File: config.mk
export PLATFORM = sky130hd
export DESIGN_NAME = tile_scheduler
export DESIGN_NICKNAME = d
export VERILOG_FILES = /design/src/rtl/sa_sched_pkg.sv /design/src/rtl/tile_addr_gen.sv /design/src/rtl/tile_scheduler.sv
export SDC_FILE = /design/constraint.sdc
export NUM_CORES = 1
export LEC_CHECK = 0
export CAP_MARGIN = 20
export CELL_PAD_IN_SITES_DETAIL_PLACEMENT = 1
export CELL_PAD_IN_SITES_GLOBAL_PLACEMENT = 1
export CORE_MARGIN = 1.5
export CORE_UTILIZATION = 35
export CTS_BUF_LIST = sky130_fd_sc_hd__clkbuf_4 sky130_fd_sc_hd__clkbuf_8 sky130_fd_sc_hd__clkbuf_16
export DETAILED_ROUTE_END_ITERATION = 12
export DONT_BUFFER_PORTS = 1
export PLACE_DENSITY_LB_ADDON = 0.1
export SYNTH_ARGS = -nofsm -noshare
export SYNTH_HDL_FRONTEND = slang
export SYNTH_SLANG_ARGS = --single-unit
File: constraint.sdc
create_clock -name clk -period 2.9 [get_ports clk]
set_clock_uncertainty 0.05 [all_clocks]
set_input_delay 0.145 -clock clk [delete_from_list [all_inputs] [get_ports clk]]
set_output_delay 0.145 -clock clk [all_outputs]
set_load 0.02 [all_outputs]
File: src/rtl/sa_sched_pkg.sv
// Shared state encoding and sizing helpers for the systolic-array tile scheduler.
package sa_sched_pkg;

  typedef enum logic [3:0] {
    StIdle    = 4'd0,
    StLoadWgt = 4'd1,
    StWaitWgt = 4'd2,
    StLoadIfm = 4'd3,
    StWaitIfm = 4'd4,
    StCompute = 4'd5,
    StWaitCmp = 4'd6,
    StAdvance = 4'd7,
    StDone    = 4'd8
  } sched_state_e;

  localparam int unsigned WatchdogWidth = 16;

  function automatic int unsigned ofm_rows(input int unsigned ifm_size,
                                           input int unsigned kernel_size);
    return ifm_size - kernel_size + 1;
  endfunction

  function automatic int unsigned tiles_per_row(input int unsigned ifm_size,
                                                input int unsigned tile_width);
    return (ifm_size + tile_width - 1) / tile_width;
  endfunction

endpackage

File: src/rtl/tile_addr_gen.sv
// Tile row/column counters and the registered IFM base address of the current tile.
module tile_addr_gen
  import sa_sched_pkg::*;
#(
  parameter int unsigned IFM_SIZE    = 416,
  parameter int unsigned KERNEL_SIZE = 3,
  parameter int unsigned TILE_WIDTH  = 16,
  parameter int unsigned ADDR_WIDTH  = 19,
  localparam int unsigned CntW       = $clog2(IFM_SIZE)
) (
  input  logic                  clk,
  input  logic                  rst,
  input  logic                  clear,
  input  logic                  advance,
  output logic [CntW-1:0]       tile_row,
  output logic [CntW-1:0]       tile_col,
  output logic [ADDR_WIDTH-1:0] tile_base,
  output logic                  last_tile
);

  localparam logic [CntW-1:0] LastRow = CntW'(ofm_rows(IFM_SIZE, KERNEL_SIZE) - 1);
  localparam logic [CntW-1:0] LastCol = CntW'(tiles_per_row(IFM_SIZE, TILE_WIDTH) - 1);
  localparam logic [ADDR_WIDTH-1:0] RowStep = ADDR_WIDTH'(IFM_SIZE);
  localparam logic [ADDR_WIDTH-1:0] ColStep = ADDR_WIDTH'(TILE_WIDTH);

  logic [CntW-1:0]       row_q, row_d;
  logic [CntW-1:0]       col_q, col_d;
  logic [ADDR_WIDTH-1:0] base_q, base_d;
  logic [ADDR_WIDTH-1:0] row_base_q, row_base_d;

  assign last_tile = (row_q == LastRow) && (col_q == LastCol);

  // Base address is built incrementally so no multiplier is needed.
  always_comb begin
    row_d      = row_q;
    col_d      = col_q;
    base_d     = base_q;
    row_base_d = row_base_q;
    if (clear) begin
      row_d      = '0;
      col_d      = '0;
      base_d     = '0;
      row_base_d = '0;
    end else if (advance && !last_tile) begin
      if (col_q == LastCol) begin
        col_d      = '0;
        row_d      = row_q + 1'b1;
        row_base_d = row_base_q + RowStep;
        base_d     = row_base_q + RowStep;
      end else begin
        col_d  = col_q + 1'b1;
        base_d = base_q + ColStep;
      end
    end
  end

  always_ff @(posedge clk) begin
    if (rst) begin
      row_q      <= '0;
      col_q      <= '0;
      base_q     <= '0;
      row_base_q <= '0;
    end else begin
      row_q      <= row_d;
      col_q      <= col_d;
      base_q     <= base_d;
      row_base_q <= row_base_d;
    end
  end

  assign tile_row  = row_q;
  assign tile_col  = col_q;
  assign tile_base = base_q;

endmodule

File: src/rtl/tile_scheduler.sv
// Layer-level sequencer: loads weights once, then fetches and computes every output tile.
// Optional watchdog on the WAIT states is enabled by defining SCHED_TIMEOUT_EN.
module tile_scheduler
  import sa_sched_pkg::*;
#(
  parameter int unsigned IFM_SIZE    = 416,
  parameter int unsigned KERNEL_SIZE = 3,
  parameter int unsigned TILE_WIDTH  = 16,
  parameter int unsigned ADDR_WIDTH  = 19
`ifdef SCHED_TIMEOUT_EN
  , parameter int unsigned TIMEOUT_CYCLES = 65535
`endif
) (
  input  logic                        clk,
  input  logic                        rst,
  input  logic                        start,
  input  logic                        abort,
  input  logic                        wgt_done,
  input  logic                        ifm_done,
  input  logic                        cmp_done,
  output logic                        wgt_load,
  output logic                        ifm_load,
  output logic                        cmp_start,
  output logic [ADDR_WIDTH-1:0]       tile_base,
  output logic [$clog2(IFM_SIZE)-1:0] tile_row,
  output logic [$clog2(IFM_SIZE)-1:0] tile_col,
  output logic                        busy,
  output logic                        layer_done
`ifdef SCHED_TIMEOUT_EN
  , output logic                      err
`endif
);

  sched_state_e state_q, state_d;
  logic         last_tile;
  logic         wgt_load_q, ifm_load_q, cmp_start_q, busy_q, layer_done_q;

`ifdef SCHED_TIMEOUT_EN
  logic [WatchdogWidth-1:0] wd_q, wd_d;
  logic                     err_q, err_d;
  logic                     in_wait, timeout_hit, timeout;

  assign in_wait     = (state_q == StWaitWgt) || (state_q == StWaitIfm) ||
                       (state_q == StWaitCmp);
  assign timeout_hit = in_wait && (wd_q == WatchdogWidth'(TIMEOUT_CYCLES - 1));
`endif

  always_comb begin
    state_d = state_q;
`ifdef SCHED_TIMEOUT_EN
    timeout = 1'b0;
`endif
    unique case (state_q)
      StIdle:    if (start) state_d = StLoadWgt;
      StLoadWgt: state_d = StWaitWgt;
      StWaitWgt: if (wgt_done) state_d = StLoadIfm;
      StLoadIfm: state_d = StWaitIfm;
      StWaitIfm: if (ifm_done) state_d = StCompute;
      StCompute: state_d = StWaitCmp;
      StWaitCmp: if (cmp_done) state_d = StAdvance;
      StAdvance: state_d = last_tile ? StDone : StLoadIfm;
      StDone:    state_d = StIdle;
      default:   state_d = StIdle;
    endcase
`ifdef SCHED_TIMEOUT_EN
    // A done pulse landing on the expiry cycle still wins over the watchdog.
    if (timeout_hit && (state_d == state_q)) begin
      state_d = StIdle;
      timeout = 1'b1;
    end
`endif
    if (abort) state_d = StIdle;
  end

  always_ff @(posedge clk) begin
    if (rst) begin
      state_q      <= StIdle;
      wgt_load_q   <= 1'b0;
      ifm_load_q   <= 1'b0;
      cmp_start_q  <= 1'b0;
      busy_q       <= 1'b0;
      layer_done_q <= 1'b0;
    end else begin
      state_q      <= state_d;
      wgt_load_q   <= (state_d == StLoadWgt);
      ifm_load_q   <= (state_d == StLoadIfm);
      cmp_start_q  <= (state_d == StCompute);
      busy_q       <= (state_d != StIdle);
      layer_done_q <= (state_d == StDone);
    end
  end

`ifdef SCHED_TIMEOUT_EN
  // Any state change restarts the count, so each WAIT entry starts from zero.
  always_comb begin
    wd_d  = wd_q;
    err_d = err_q;
    if (state_d != state_q) begin
      wd_d = '0;
    end else if (in_wait) begin
      wd_d = wd_q + 1'b1;
    end
    if (start && (state_q == StIdle)) err_d = 1'b0;
    if (timeout) err_d = 1'b1;
  end

  always_ff @(posedge clk) begin
    if (rst) begin
      wd_q  <= '0;
      err_q <= 1'b0;
    end else begin
      wd_q  <= wd_d;
      err_q <= err_d;
    end
  end

  assign err = err_q;
`endif

  // Counters are held at zero whenever the block is idle or about to be.
  tile_addr_gen #(
    .IFM_SIZE   (IFM_SIZE),
    .KERNEL_SIZE(KERNEL_SIZE),
    .TILE_WIDTH (TILE_WIDTH),
    .ADDR_WIDTH (ADDR_WIDTH)
  ) u_tile_addr_gen (
    .clk      (clk),
    .rst      (rst),
    .clear    (state_d == StIdle),
    .advance  (state_q == StAdvance),
    .tile_row (tile_row),
    .tile_col (tile_col),
    .tile_base(tile_base),
    .last_tile(last_tile)
  );

  assign wgt_load   = wgt_load_q;
  assign ifm_load   = ifm_load_q;
  assign cmp_start  = cmp_start_q;
  assign busy       = busy_q;
  assign layer_done = layer_done_q;

endmodule

**Word-level counts from Yosys, hierarchy flattened**

Index checks and enable logic that the tools add are counted.

- Logic and storage cells: 44
- Bits in latches: 0
- Memory bits (writable): 0
- Bits in read-only memories: 0
- Bits of input ports: 7
- Memories kept: 0
- Output and inout bits: 42
- Flip-flop bits (word level): 65

- $mul: 0
- Shift operators: 0
- Equality and inequality tests: 13
- Mux-type cells: 9
- Bitwise gates (word level): 0
- Divide/modulo/power cells: 0
- Magnitude comparators: 0
- Add/subtract/negate cells: 4
- Reduce and logical (&&, ||, !) cells: 8

Operators by type and width:

| operator | number |
|---|---|
| $pmux W4 S8 | 1 |
| $mux W4 | 6 |
| $eq A4 B3 Y1 const B | 5 |
| $add A19 B5 Y19 const B | 1 |
| $add A19 B9 Y19 const B | 1 |
| $mux W19 | 1 |
| $add A9 B1 Y9 const B | 2 |
| $eq A4 B2 Y1 const B | 3 |
| $eq A9 B5 Y1 const B | 1 |
| $eq A9 B9 Y1 const B | 1 |
| $mux W9 | 1 |
| $eq A4 B1 Y1 const B | 2 |
| $logic_not A4 Y1 | 2 |
| $eq A4 B4 Y1 const B | 1 |
| $reduce_bool A4 Y1 | 1 |
| $logic_and A1 B1 Y1 | 2 |
| $reduce_and A2 Y1 | 1 |
| $reduce_or A2 Y1 | 1 |
| $logic_not A1 Y1 | 1 |

**Logic depth before layout (Yosys ltp)**

- Depth after elaboration: 7
- Gate-level depth with buffers: 10
- Mapped depth without buffers: 7

**Modules after synthesis**

From an unflattened synthesis, not the netlist that was laid out.

- Cell total of the unflattened synthesis: 364
- Area total of the unflattened synthesis: 3070.4 µm²

Modules (own cells, without submodules):

| module | cells each | area an instance (µm²) | instances |
|---|---|---|---|
| tile_addr_gen | 321 | 2637.5 | 1 |
| tile_scheduler | 43 | 432.9 | 1 |

**Worst setup path after synthesis**

Ideal clock, no wire load.

- Path type: reg-to-reg
- Start: register u_tile_addr_gen.col_q[6], in the netlist u_tile_addr_gen.tile_col[6]
- End: register u_tile_addr_gen.row_base_q[12]
- Slack: 402 ps
- Stages on the path, launching flop included: 9
- Path buffers: 3
- Clock period less this slack: 2498 ps
- Data required time: 2735 ps
- Data arrival time: 2333 ps
- Setup time: 115 ps
- Path through: dfxtp_1 > or4_1 > clkbuf_1 > nor4_1 > o21ai_0 > o31ai_1 > buf_2 > buf_4 > nor2_1

- Cells in the longest elaborated chain, start to end: 7

RTL lines:

| element | line | RTL |
|---|---|---|
| start, declared | tile_addr_gen.sv:27 | `logic [CntW-1:0] col_q, col_d;` |
| start signal, assigned | tile_addr_gen.sv:65 | `col_q <= col_d;` |
| $eq A9 B5 Y1 * | tile_addr_gen.sv:31, tile_addr_gen.sv:45 |  |
| $logic_and A1 B1 Y1 | tile_addr_gen.sv:31 | `assign last_tile = (row_q == LastRow) && (col_q == LastCol);` |
| $mux W4 | tile_scheduler.sv:61 | `StAdvance: state_d = last_tile ? StDone : StLoadIfm;` |
| $pmux W4 S8 | tile_scheduler.sv:53 | `unique case (state_q)` |
| $mux W4 | tile_scheduler.sv:72 | `if (abort) state_d = StIdle;` |
| $logic_not A4 Y1 | tile_scheduler.sv:129 | `.clear (state_d == StIdle),` |
| $reduce_or A2 Y1 (no source line) | -- |  |
| end signal, assigned | tile_addr_gen.sv:67 | `row_base_q <= row_base_d;` |
| end, declared | tile_addr_gen.sv:29 | `logic [ADDR_WIDTH-1:0] row_base_q, row_base_d;` |

Every way passes the cells marked *; elsewhere a longest branch is shown, timed or not.
A chain may end at the register's enable or synchronous reset.

**Worst setup path in the final report**

- Start: register u_tile_addr_gen.col_q[8], in the netlist u_tile_addr_gen.tile_col[8]
- End: register layer_done_q, in the netlist layer_done

- Cells in the longest elaborated chain, start to end: 6

RTL lines:

| element | line | RTL |
|---|---|---|
| $eq A9 B5 Y1 | tile_addr_gen.sv:31 |  |
| $logic_and A1 B1 Y1 | tile_addr_gen.sv:31 |  |
| $mux W4 | tile_scheduler.sv:61 |  |
| $pmux W4 S8 | tile_scheduler.sv:53 |  |
| $mux W4 | tile_scheduler.sv:72 |  |
| $eq A4 B4 Y1 | tile_scheduler.sv:89 | `layer_done_q <= (state_d == StDone);` |
| end signal, assigned | tile_scheduler.sv:89 |  |
| end, declared | tile_scheduler.sv:36 | `logic wgt_load_q, ifm_load_q, cmp_start_q, busy_q, layer_done_q;` |

Every way passes these cells.

==> flow_metrics.py <==
metrics = {
    "timing": {
        "worst_pin_slew_ns": 0.7087,
        "finalSetupViolCount": 0,
        "drv_slew": 0,
        "finalCritPeriodShare_pct": 89.11,
        "period_minus_slack_ns": 2.584,
        "hold_violations": 0,
        "relSlewSlack_pct": 52.47,
        "fmax_ghz": 0.3870,
        "rsz0062_at_grt": "false",
        "tns_ns": 0,
    },
    "detailed_routing": {
        "vias": 2540,
        "drt-initial-drc-count": 100,
        "wire_per_inst_um": 17.26,
        "drc": 0,
        "finalWirelength_um": 8024,
        "first_pass_iters": 4,
        "ant_nets": 0,
        "via_per_inst": 5.462,
    },
    "yosys": {
        "synth_common_cells": "dfxtp_1, nor2_1, a21oi_1",
        "synth-async-reset-ratio_pct": 0,
        "synthesis.instances": 348,
        "netlist_area_um2": 2887,
        "synth.avg_cell_area_um2": 8.295,
        "synth_area_leaders": "dfxtp_1, xor2_1, a21oi_1, nor2_1, o21ai_0",
        "yosysTopAreaCell": "dfxtp_1",
        "yosys_warnings": 0,
        "yosysSeqAreaShare_pct": 38.84,
        "ys_ff_latch": 56,
        "synth_edf_count": 0,
        "synth_top_area_share_pct": 38.84,
        "synthFlopType": "dfxtp_1",
        "synth_cell_types": 49,
        "synth.most_common_cell": "dfxtp_1",
    },
    "worst_setup_path": {
        "cp-end-kind": "register",
        "worst-path-buf-inv": 2,
        "cp.arrival_ns": 2.80,
        "r2r_start": "u_tile_addr_gen.tile_col[8]",
        "critPathLaunchType": "register",
        "cp_num_cells": 5,
        "critPathMaxFanout": 10,
        "r2r_slack_ns": 0.32,
        "reg2reg_to": "layer_done",
        "critPathKind": "register to register",
        "path_cells": "or4_1 -> nor3_1 -> buf_4 -> nor4b_1 -> dlygate4sd3_1",
        "critPathTopFamily": "simple AND/OR/NAND/NOR gates",
        "slowest_delay_ns": 0.61,
        "slowest_stage": "or4_1",
        "cp_data_required_time_ns": 3.11,
        "reg2reg_depth": 5,
    },
    "run": {
        "cap_violations": 0,
    },
    "floorplanning": {
        "die_area_um2": 8801,
        "core_area_um2": 7848,
        "ioPinCount": 49,
        "fp.dieW_um": 93.82,
        "start_util_pct": 36.78,
        "num_rows": 32,
        "die_y_um": 93.82,
    },
    "finish": {
        "syn_to_final_growth_pct": 12.48,
        "fin_nets": 375,
        "final_layout_size_suffix_gt1_share_pct": 9.642,
        "diodes": 0,
        "fin_area_um2": 3247,
        "n_fill_cell": 986,
    },
    "run_status": {
        "status": "finished clean",
    },
    "clocking": {
        "cts_made_buffers": 5,
        "cts.sinks": 56,
        "cts_buffer_depth": 2,
        "cts_tree": "built",
        "clockRootBuffer": "clkbuf_8",
        "htree_levels": 2,
        "clkTransAtPathRegs_ns": 0.11,
        "worstSkewPairLatency_ns": 0.32,
        "postCtsSetupRepairBufs": 0,
    },
    "placement": {
        "gp_congestion": 0.7551,
        "post_dp_cell_area_um2": 3105,
        "dpl.hpwl_um": 5751,
        "portBuffers": 0,
    },
    "global_routing": {
        "grt_use_total_pct": 19.38,
        "grt_pass1_wl_um": 13320,
        "grt_pass1_vias": 2508,
        "overflow": 0,
        "antenna_found_initial": 0,
        "grt_max_degree": 31,
    },
    "hold_path": {
        "hold_start": "rst",
        "hold_depth": 2,
        "hold_class": "input pin to register",
        "hold_end": "state_q[1]",
    },
    "power": {
        "p_per_area_nw_per_um2": 410.4,
        "power_leakage_nw": 1.121,
        "irDropWorstVdd_uv": 265.2,
    },
}
## power breakdown
group          internal, mW  total (mW)  switching (mW)  leakage, nW
Combinational        0.0110      0.0338          0.0228        0.616
Sequential            0.771       0.775         0.00430        0.451
Clock                 0.256       0.523           0.267       0.0541
Total                  1.04        1.33           0.294         1.12
## worst max path at each step
stage,end,slack (ns),start
after detailed placement,u_tile_addr_gen.tile_row[2],0.36,u_tile_addr_gen.tile_col[8]
after global routing,u_tile_addr_gen.tile_row[2],0.12,u_tile_addr_gen.tile_col[8]
after floorplan,u_tile_addr_gen.row_base_q[12],0.40,u_tile_addr_gen.tile_col[6]
after CTS,u_tile_addr_gen.tile_row[2],0.33,u_tile_addr_gen.tile_col[8]
final,layer_done,0.32,u_tile_addr_gen.tile_col[8]
after global placement,u_tile_addr_gen.row_base_q[14],0.44,u_tile_addr_gen.tile_col[8]
## state kept, by name (all words and copies together), names as in the netlist
register,cells
layer_done,1
wgt_load,1
cmp_start,1
state_q,4
u_tile_addr_gen.tile_row,9
u_tile_addr_gen.tile_col,9
busy,1
u_tile_addr_gen.tile_base,15
u_tile_addr_gen.row_base_q,14
ifm_load,1
## routing by layer
metal	part of all wire, %	GRT usage (%)
met5	0	0
met4	0.91	4.726
met3	4.4	4.450
met2	45	30.98
met1	49	26.33
## per-stage QoR
stage	cells	utilization (%)	power (mW)	setup WS [ns]	hold slack, ns
global placement	454	39.57	0.8246	0.4410	0.1681
detailed placement	454	39.57	0.8247	0.3608	0.1741
global route	465	41.37	1.398	0.1189	0.01765
floorplan	351	-	0.8192	0.4024	0.1674
CTS	465	41.37	1.357	0.3318	0.01381
finish	465	41.37	1.332	0.3157	0.02694
## logic make-up after synthesis
logic type	count (synthesis)	synth area share [%]
adders and majority gates	6	2.601
buffers and inverters	27	4.508
other	1	0.1299
DFF	56	38.84
muxes	1	0.7802
AOI/OAI and AO/OA	77	16.13
and+or+nand+nor	148	27.31
xor gates and xnor gates	32	9.710
## layout by cell type (no fill, tap or decap), types with 3 or more instances in the layout
master / synthesis / final
o31ai_1: 4 / 3
dlygate4sd3_1: 0 / 3
clkbuf_8: 0 / 5
ha_1: 6 / 6
a31oi_1: 3 / 3
nand3_1: 15 / 15
and3_1: 4 / 4
xor2_1: 24 / 24
nand4_1: 14 / 14
a211oi_1: 7 / 7
nor3_1: 15 / 15
o21ai_0: 21 / 21
a21oi_1: 29 / 29
conb_1: 1 / 4
nand4b_1: 4 / 4
dfxtp_1: 56 / 56
or3_1: 10 / 10
nor4_1: 3 / 3
or4_1: 3 / 3
nand2b_1: 3 / 3
and2_1: 4 / 4
inv_1: 7 / 7
nand2_1: 22 / 22
nor2_1: 36 / 36
buf_4: 5 / 20
o22ai_1: 3 / 3
xnor2_1: 8 / 8
## cell type report
class,instances,area [um2],share of cell area (%)
Clock buffer,5,68.82,2.119
Clock inverter,3,42.54,1.310
Inverter,7,26.28,0.8092
Multi-Input combinational cell,268,1660,51.14
Sequential cell,56,1121,34.53
Tap cell,102,127.6,3.931
Timing Repair Buffer,24,200.2,6.166
## what timing repair did
item                                   in CTS  in global routing
resized for setup                           0                  0
endpoints found under the hold margin       3                  0
hold buffers                                3                  0
(Power assumes the default switching activity.)
